### config.mk
export PLATFORM = sky130hd
export DESIGN_NAME = regfile_wb_arbiter
export DESIGN_NICKNAME = d
export VERILOG_FILES = /design/src/rtl/regfile_wb_arbiter.sv
export SDC_FILE = /design/constraint.sdc
export NUM_CORES = 1
export LEC_CHECK = 0
export CAP_MARGIN = 25
export CORE_MARGIN = 2
export CORE_UTILIZATION = 49
export CTS_CLUSTER_SIZE = 40
export DETAILED_ROUTE_END_ITERATION = 10
export PLACE_DENSITY = 0.84
export SLEW_MARGIN = 20
export SYNTH_ARGS = -nofsm -noshare
export SYNTH_HDL_FRONTEND = slang
export SYNTH_SLANG_ARGS = --single-unit
### constraint.sdc
create_clock -name clk -period 2.9 [get_ports clk]
set_input_delay 0.58 -clock clk [delete_from_list [all_inputs] [get_ports clk]]
set_output_delay 0.58 -clock clk [all_outputs]
set_load 0.02 [all_outputs]
### src/rtl/regfile_wb_arbiter.sv
// regfile_wb_arbiter
// Write-back arbiter for the single integer register-file write port plus a
// per-register pending-write scoreboard used by issue for RAW/WAW stalls.
// Build option: define WBARB_RR_EN for round-robin arbitration between EXU
// and LSU; without it the LSU has fixed priority on contention.
module regfile_wb_arbiter #(
    parameter int DATA_W = 64,
    parameter int CNT_W  = 2
) (
    input  logic              clk,
    input  logic              rst,
    input  logic              exu_valid,
    input  logic [4:0]        exu_addr,
    input  logic [DATA_W-1:0] exu_data,
    output logic              exu_ready,
    input  logic              lsu_valid,
    input  logic [4:0]        lsu_addr,
    input  logic [DATA_W-1:0] lsu_data,
    output logic              lsu_ready,
    output logic              w_ena,
    output logic [4:0]        w_addr,
    output logic [DATA_W-1:0] w_data,
    input  logic              sb_set,
    input  logic [4:0]        sb_addr,
    output logic              sb_set_ok,
    input  logic [4:0]        rs1_addr,
    output logic              rs1_busy,
    input  logic [4:0]        rs2_addr,
    output logic              rs2_busy,
    output logic              sb_err
);
    localparam logic [CNT_W-1:0] CNT_MAX = '1;

    logic [CNT_W-1:0] cnt [32];
    logic             gnt_exu;
    logic             gnt_lsu;
    logic             both_vld;
    logic             inc_ok;

    // Next pending count: a same-register set and commit cancel out, and a
    // commit never takes the count below zero.
    function automatic logic [CNT_W-1:0] cnt_next(input logic [CNT_W-1:0] cur,
                                                  input logic             inc,
                                                  input logic             dec);
        logic [CNT_W-1:0] nxt;
        nxt = cur;
        if (inc && !dec)
            nxt = cur + 1'b1;
        else if (dec && !inc && cur != '0)
            nxt = cur - 1'b1;
        return nxt;
    endfunction

    assign both_vld = exu_valid && lsu_valid;

`ifdef WBARB_RR_EN
    logic rr_ptr;

    // Grant a lone requester; on contention rr_ptr picks (0 = EXU, 1 = LSU)
    always_comb begin
        gnt_exu = 1'b0;
        gnt_lsu = 1'b0;
        if (rst) begin
            if (both_vld) begin
                gnt_exu = !rr_ptr;
                gnt_lsu = rr_ptr;
            end else begin
                gnt_exu = exu_valid;
                gnt_lsu = lsu_valid;
            end
        end
    end

    // After a contended grant the pointer moves to the source that lost
    always_ff @(posedge clk or negedge rst) begin
        if (!rst)
            rr_ptr <= 1'b0;
        else if (both_vld)
            rr_ptr <= gnt_exu;
    end
`else
    // Grant a lone requester; on contention the LSU always wins
    always_comb begin
        gnt_exu = 1'b0;
        gnt_lsu = 1'b0;
        if (rst) begin
            gnt_lsu = lsu_valid;
            gnt_exu = exu_valid && !lsu_valid;
        end
    end
`endif

    assign exu_ready = gnt_exu;
    assign lsu_ready = gnt_lsu;

    // Query ports see the counters before this cycle's updates (no bypass)
    assign sb_set_ok = (cnt[sb_addr] != CNT_MAX);
    assign rs1_busy  = (cnt[rs1_addr] != '0);
    assign rs2_busy  = (cnt[rs2_addr] != '0);
    assign inc_ok    = sb_set && sb_set_ok && (sb_addr != 5'd0);

    // Register the granted write-back; x0 is consumed without a write
    always_ff @(posedge clk or negedge rst) begin
        if (!rst) begin
            w_ena  <= 1'b0;
            w_addr <= 5'd0;
            w_data <= '0;
        end else begin
            w_ena <= 1'b0;
            if (gnt_exu) begin
                if (exu_addr != 5'd0) begin
                    w_ena  <= 1'b1;
                    w_addr <= exu_addr;
                    w_data <= exu_data;
                end
            end else if (gnt_lsu) begin
                if (lsu_addr != 5'd0) begin
                    w_ena  <= 1'b1;
                    w_addr <= lsu_addr;
                    w_data <= lsu_data;
                end
            end
        end
    end

    // Scoreboard: dispatch increments, register-file write commits; x0 stays 0
    always_ff @(posedge clk or negedge rst) begin
        if (!rst) begin
            for (int i = 0; i < 32; i++)
                cnt[i] <= '0;
            sb_err <= 1'b0;
        end else begin
            for (int i = 1; i < 32; i++)
                cnt[i] <= cnt_next(cnt[i],
                                   inc_ok && (sb_addr == 5'(i)),
                                   w_ena && (w_addr == 5'(i)));
            if (w_ena && cnt[w_addr] == '0)
                sb_err <= 1'b1;
        end
    end
endmodule

==> Flow_metrics.wiki, run 1 <==
{| class="wikitable"
! Metric !! Value
|-
| Commonest non-fill, non-tap cell in the layout || sky130_fd_sc_hd__clkdlybuf4s50_1
|-
| Filler cell count in the final layout || between 1000 and 1500
|-
| Number of max-capacitance violations reported || 0
|-
| Slew Limit Fails || 0
|-
| Class of the tightest hold or removal check || primary input to async pin
|-
| Clock Tree Root || sky130_fd_sc_hd__clkbuf_16
|-
| Warnings, synthesis || 2
|-
| Initial antenna violation count || 0
|-
| DRC violations left || 0
|-
| Maximum VDD drop || ~470 uV
|-
| Final core utilization || between 70% and 80%
|-
| Initial core utilization || about half
|-
| Antenna Nets Post-Route || 0
|-
| HPWL after DPL || 21200 um
|-
| Area of all placed cells without fillers || approximately 12000 um2
|-
| Die area || approximately 18000 um2
|-
| Final hold violation count || 0
|-
| Post-synth EDFFs || 0
|-
| Worst setup slack for register-to-register paths || around 0.55 ns
|-
| H-tree depth || 4
|-
| Insertion delay to the later sink of the worst-skew pair || ~0.42 ns
|-
| I/O pin count || about 230
|-
| Post-synthesis sequential area ratio || between 40% and 50%
|-
| Setup crit end kind || output pin
|-
| Maximum number of pins on one net before global-route repair || 80
|-
| Mapped Avg Cell Area || about 8.6 um2
|-
| CP arrival || between 2 and 2.5 ns
|-
| Top fanout value on the critical path || 7
|-
| Count of different cell masters after synthesis || 52
|-
| Clock tree skew after final layout || between 0.009 and 0.01 ns
|-
| Worst max-slew margin expressed relative to the limit || 50.32%
|-
| Combined global-route utilization of all metal layers || about a third
|-
| Total power divided by cell area || 627.0 nW/um2
|-
| Cell count of the worst reg-to-reg path || 6
|-
| Number of detailed-routing iterations run before antenna repair || 6
|-
| RSZ-0062 raised after global routing || no
|-
| Area of the mapped netlist || approximately 8200 um2
|-
| Setup slack after placement || -0.7040 ns
|-
| Number of placed instances with taps included || 1439
|-
| Post-synth net total || between 1000 and 1500
|-
| CTS buffer count || 17
|-
| Top library cells by usage in the layout, fill and taps aside || 222 x sky130_fd_sc_hd__clkdlybuf4s50_1, 186 x sky130_fd_sc_hd__nand2_1, 137 x sky130_fd_sc_hd__nor2_1
|-
| Routed wire length || 28640 um
|-
| Row Count || 47
|-
| Crit Path Class || primary input to output pin
|-
| Total global routing overflow || 0
|-
| Slack of the critical path || between 0.015 and 0.02 ns
|-
| Crit path time final || 2.882 ns
|-
| Tcrit/Tclk final || roughly 100%
|-
| Die outline height || about 130 um
|-
| Startpoint type of the worst setup path || primary input
|-
| Data required time of the critical path || ~2.3 ns
|-
| Final setup fails || 0
|-
| Ranking of synthesized cells by area || sky130_fd_sc_hd__dfrtp_1 40%, sky130_fd_sc_hd__nand2_1 8.6%, sky130_fd_sc_hd__mux4_2 8.2%
|-
| Synthesized netlist cell count || 961
|-
| Number of port buffers || about 230
|-
| Slew at the pin closest to its max-slew limit || 0.7451 ns
|-
| TritonCTS sink count || 133
|-
| Iter 0 DRT Violations || approximately 850
|-
| Weighted congestion at the end of routability-driven global placement || ~0.96
|-
| Signed area change from the synthesized netlist to the final layout || 44.84%
|-
| Most instantiated flip-flop cell in the synthesis netlist || sky130_fd_sc_hd__dfrtp_1
|-
| Fraction of final layout cells sized beyond drive strength 1 || 16.71%
|-
| Die span in x || approximately 130 um
|-
| Share of flip-flops with an asynchronous set or reset after synthesis || 100.0%
|-
| Routed wire per std cell || approximately 19 um
|-
| Core footprint || 16470 um2
|-
| CTS clk-pin slew, worst paths || 0.07 ns
|-
| Top-area cell type share of the netlist area || roughly two fifths
|-
| Final net count || roughly 1400
|-
| Diodes inserted || 0
|-
| Clock tree buffer depth || 2
|-
| Status || completed
|-
| Maximum operating frequency || 0.3470 GHz
|-
| Vias per std cell || around 5.9
|-
| Cell type contributing the most total cell area after synthesis || sky130_fd_sc_hd__dfrtp_1
|-
| First-pass GRT wire length || between 40000 and 50000 um
|-
| Total placed instance area || between 10000 and 15000 um2
|-
| TritonCTS clock tree || done
|-
| Final Non-Filler Cells || about 1500
|-
| Final hold slack || about 0.2 ns
|-
| Count of state elements after synthesis || around 130
|-
| Routed via count || between 8000 and 9000
|-
| Reg-to-reg endpoint || cnt[39]
|-
| Leakage power summed over all cells || approximately 4.9 nW
|-
| Reg-to-reg startpoint || w_addr[3]
|-
| Vias in the first global route || ~8600
|}
==> cells in the mapped netlist (12+ instances only) <==
master	instances
sky130_fd_sc_hd__a211oi_1	18
sky130_fd_sc_hd__a21oi_1	61
sky130_fd_sc_hd__a22oi_1	17
sky130_fd_sc_hd__a31oi_1	69
sky130_fd_sc_hd__clkbuf_1	39
sky130_fd_sc_hd__dfrtp_1	133
sky130_fd_sc_hd__inv_1	14
sky130_fd_sc_hd__mux4_2	30
sky130_fd_sc_hd__nand2_1	188
sky130_fd_sc_hd__nand3_1	14
sky130_fd_sc_hd__nand3b_1	23
sky130_fd_sc_hd__nor2_1	137
sky130_fd_sc_hd__nor3_1	31
sky130_fd_sc_hd__nor4_1	12
sky130_fd_sc_hd__o211ai_1	14
sky130_fd_sc_hd__o21ai_0	28
sky130_fd_sc_hd__xor2_1	14
==> final cells by class <==
type                            instances  area (um2)  share of cell area [%]
Clock buffer                           17       425.4                   3.573
Clock inverter                         14       122.6                   1.030
Timing Repair Buffer                  324        3068                   25.77
Tap cell                              220       275.3                   2.312
Inverter                               15       56.30                  0.4729
Multi-Input combinational cell        754        4628                   38.87
Sequential cell                       133        3331                   27.97
==> per-layer routing <==
| metal | up-vias | routed length [um] | GRT usage, % |
|---|---|---|---|
| met3 | 115 | 2968 | 8.828 |
| met5 | - | 0 | 0 |
| met4 | 0 | 1526 | 16.55 |
| met1 | 4089 | 10140 | 38.67 |
| li1 | 4022 | - | - |
| met2 | 533 | 14000 | 54.24 |
==> logic make-up after synthesis <==
kind of cell	synth area share (%)
compound gates	20.08
xor+xnor	2.024
buf+inv	4.170
flops	40.49
mux	8.752
simple gates	24.49
==> state kept, by name, summed over array words and instances, names as in the netlist <==
register,flops
w_data,64
cnt,62
w_addr,5
sb_err,1
w_ena,1
==> power by group <==
group | total, mW | internal, mW | switching (mW)
logic | 2.90 | 1.40 | 1.50
registers | 2.55 | 2.22 | 0.328
clock network | 2.02 | 1.11 | 0.905
total | 7.46 | 4.73 | 2.74
==> per-stage QoR <==
step                      setup TNS (ns)  total power, mW
after floorplan                        0            3.939
final                                  0            7.465
after global routing                   0            7.777
after CTS                        -0.1033            7.416
after global placement            -2.146            5.261
after detailed placement          -3.833            5.318
==> worst max path at each step <==
stage	cells after the start	end	start	slack [ns]
after floorplan	4	rs2_busy	rs2_addr[2]	0.04
after global placement	8	sb_set_ok	sb_addr[1]	-0.66
after detailed placement	8	sb_set_ok	sb_addr[0]	-0.70
after CTS	8	sb_set_ok	sb_addr[0]	-0.10
after global routing	8	sb_set_ok	sb_addr[3]	0.0008
final	8	sb_set_ok	sb_addr[3]	0.02
==> what timing repair did <==
| action | CTS | global route |
|---|---|---|
| hold buffers | 0 | 0 |
| endpoints found under the setup margin | 3 | 3 |
| gates cloned | 0 | 0 |
| buffers inserted | 7 | 0 |
| pin swaps | 2 | 2 |
| resized for setup | 30 | 15 |
==> worst max-delay path, stage by stage <==
cell	delay (ns)
sky130_fd_sc_hd__clkdlybuf4s50_1	0.51
sky130_fd_sc_hd__buf_4	0.21
sky130_fd_sc_hd__nor2b_1	0.11
sky130_fd_sc_hd__nor2b_2	0.18
sky130_fd_sc_hd__nor3_4	0.19
sky130_fd_sc_hd__nand2_2	0.10
sky130_fd_sc_hd__mux2_4	0.29
sky130_fd_sc_hd__buf_6	0.13
(Power assumes the default switching activity.)
==> inputs of run 2 (changes only) <==
- CAP_MARGIN: 25 -> default
- CORE_UTILIZATION: 49 -> 42
- PLACE_DENSITY: 0.84 -> 0.74
==> run 2 against run 1 <==
Hold slack got worse by 0.046 ns. Largest power group unchanged. Die area increased by 16%. Cell count increased by 3.5%. Fmax increased by 0.68%. Critical path depth unchanged. Global-route usage decreased by 4.3 points. Via count decreased by 1.9%. Clock-buffer cell count increased by 1. Clock skew decreased by 0.0014 ns. First-iteration DRC count decreased by 17%. Design area increased by 1.8%. Largest cell class unchanged.
==> Flow_metrics.wiki, run 2 (synthesis results as in run 1) <==
{| class="wikitable"
! Metric !! Value
|-
| H-tree depth || 4
|-
| Commonest non-fill, non-tap cell in the layout || sky130_fd_sc_hd__clkdlybuf4s50_1
|-
| Row Count || ~50
|-
| Insertion delay to the later sink of the worst-skew pair || ~0.42 ns
|-
| Maximum operating frequency || roughly 0.35 GHz
|-
| Power, Total || roughly 7.6 mW
|-
| Number of port buffers || between 200 and 250
|-
| Routed via count || ~8600
|-
| Tcrit/Tclk final || between 90% and 100%
|-
| Worst max-slew margin expressed relative to the limit || between 40% and 50%
|-
| Combined global-route utilization of all metal layers || around 28%
|-
| Crit path time final || 2.862 ns
|-
| Most flops, register || w_data
|-
| First-pass GRT wire length || between 40000 and 50000 um
|-
| CP arrival || 2.28 ns
|-
| Signed area change from the synthesized netlist to the final layout || 47.43%
|-
| Slew Limit Fails || 0
|-
| Clock Tree Root || sky130_fd_sc_hd__clkbuf_16
|-
| Startpoint type of the worst setup path || primary input
|-
| Die outline height || roughly 140 um
|-
| Initial core utilization || 42.52%
|-
| Setup crit end kind || output pin
|-
| Vias in the first global route || ~8500
|-
| Die span in x || 143.9 um
|-
| Die area || between 20000 and 25000 um2
|-
| Crit Path Class || primary input to output pin
|-
| CP cell instances || clkdlybuf4s50_1 -> buf_4 -> nand2_1 -> o22ai_2 -> nor3_4 -> nand2_2 -> mux2_4 -> buf_6
|-
| Maximum VDD drop || between 300 and 400 uV
|-
| Largest regs || w_data (64), cnt (62), w_addr (5)
|-
| Clock tree buffer depth || 2
|-
| Final setup fails || 0
|-
| Data required time of the critical path || ~2.3 ns
|-
| Core footprint || slightly below 20000 um2
|-
| Final net count || about 1400
|-
| Antenna Nets Post-Route || 0
|-
| TritonCTS clock tree || done
|-
| Maximum number of pins on one net before global-route repair || between 70 and 80
|-
| Status || completed
|-
| Max reg flops || between 60 and 70
|-
| Filler cell count in the final layout || about 1600
|-
| Vias per std cell || roughly 5.6
|-
| Final hold violation count || 0
|-
| Count of hold buffers inserted by post-cts repair || 0
|-
| Highest cell delay on the worst timing path || between 0.4 and 0.5 ns
|-
| Diodes inserted || 0
|-
| Total power divided by cell area || about 630 nW/um2
|-
| Slowest CP cell || sky130_fd_sc_hd__clkdlybuf4s50_1
|-
| Routed wire length || ~28000 um
|-
| Initial antenna violation count || 0
|-
| Weighted congestion at the end of routability-driven global placement || roughly 1
|-
| Slew at the pin closest to its max-slew limit || slightly below 0.9 ns
|-
| Top library cells by usage in the layout, fill and taps aside || 222 x sky130_fd_sc_hd__clkdlybuf4s50_1, 187 x sky130_fd_sc_hd__nand2_1, 131 x sky130_fd_sc_hd__dfrtp_1
|-
| Iter 0 DRT Violations || 700
|-
| Setup slack after placement || -0.7039 ns
|-
| Total global routing overflow || 0
|-
| CTS buffer count || 17
|-
| Routed wire per std cell || 18.51 um
|-
| HPWL after DPL || roughly 21000 um
|-
| Number of detailed-routing iterations run before antenna repair || 5
|-
| CTS clk-pin slew, worst paths || about 0.07 ns
|-
| I/O pin count || 234
|-
| Class of the tightest hold or removal check || primary input to async pin
|-
| DRC violations left || 0
|-
| TritonCTS sink count || about 130
|-
| Fraction of final layout cells sized beyond drive strength 1 || 17.74%
|-
| Slack of the critical path || 0.03778 ns
|-
| Top fanout value on the critical path || 7
|-
| Clock tree skew after final layout || just over 0.008 ns
|-
| Number of max-capacitance violations reported || 0
|-
| Leakage power summed over all cells || 4.970 nW
|}
-- run 2: metrics by stage --
stage / hold WS (ns) / std cells / area, um2 / util (%) / TNS (ns)
6_report: 0.1523 / 1528 / 12120 / 62.68 / 0
5_1_grt: 0.1691 / 1528 / 12120 / 62.68 / -0.0006333
4_1_cts: 0.1588 / 1529 / 12100 / 62.56 / 0
3_5_place_dp: 0.4733 / 1486 / 11310 / 58.47 / -2.987
3_3_place_gp: 0.4692 / 1486 / 11310 / 58.47 / -2.575
2_1_floorplan: 0.2844 / 961 / 8220 / - / 0
-- run 2: worst paths after layout --
kind,start,to,slack (ns),depth (start not counted)
min in group clk,sb_err,sb_err,0.49,1
worst max register to register,cnt[32],cnt[40],0.33,12
worst min register to register,sb_err,sb_err,0.49,1
worst min-delay path,rst,w_data[44],0.15,2
max in group asynchronous,rst,cnt[38],1.49,3
worst max-delay path,sb_addr[3],sb_set_ok,0.04,8
-- run 2: where the power goes --
group	internal (mW)	switching [mW]	leakage, nW	total, mW
sequential	2.22	0.366	1.56	2.58
clock	1.29	0.902	0.289	2.19
combinational	1.38	1.45	3.12	2.83
total	4.89	2.72	4.97	7.60
-- run 2: routing by layer --
metal  GRT usage [%]  up-vias  part of all wire, %  wire [um]
met5          0.7519        -                    0          0
met4           13.00        0                  4.6       1294
met3           9.730      105                   10       2818
met2           45.79      455                   47      13410
met1           33.52     3991                   38      10760
li1                -     4042                    -          -
-- run 2: layout make-up --
| cell class | instances | area [um2] | share of cell area [%] |
|---|---|---|---|
| timing repair buffer | 329 | 3158 | 26.06 |
| multi-input combinational | 754 | 4651 | 38.38 |
| clock buffer | 18 | 429.2 | 3.541 |
| sequential | 133 | 3331 | 27.48 |
| clock inverter | 14 | 162.7 | 1.342 |
| tap | 265 | 331.6 | 2.736 |
| inverter | 15 | 56.30 | 0.4646 |
-- run 2: critical path, delay by kind of cell --
| family | cells | cell delay (ns) |
|---|---|---|
| AO/OA/AOI/OAI | 1 | 0.13 |
| AND/OR/NAND/NOR | 3 | 0.51 |
| buffers and inverters | 3 | 0.77 |
| multiplexers | 1 | 0.29 |
-- run 2: timing repair --
item | 4_1_cts | 5_1_grt
cloned | 2 | 0
pin swaps | 5 | 0
resized for setup | 47 | 11
buffers inserted | 9 | 0
setup endpoints to repair | 3 | 31
==> inputs of run 3 (changes only) <==
- CTS_CLUSTER_SIZE: 40 -> default
==> results of run 3 <==
The final DEF is identical to that of run 2; final timing and power are the same.
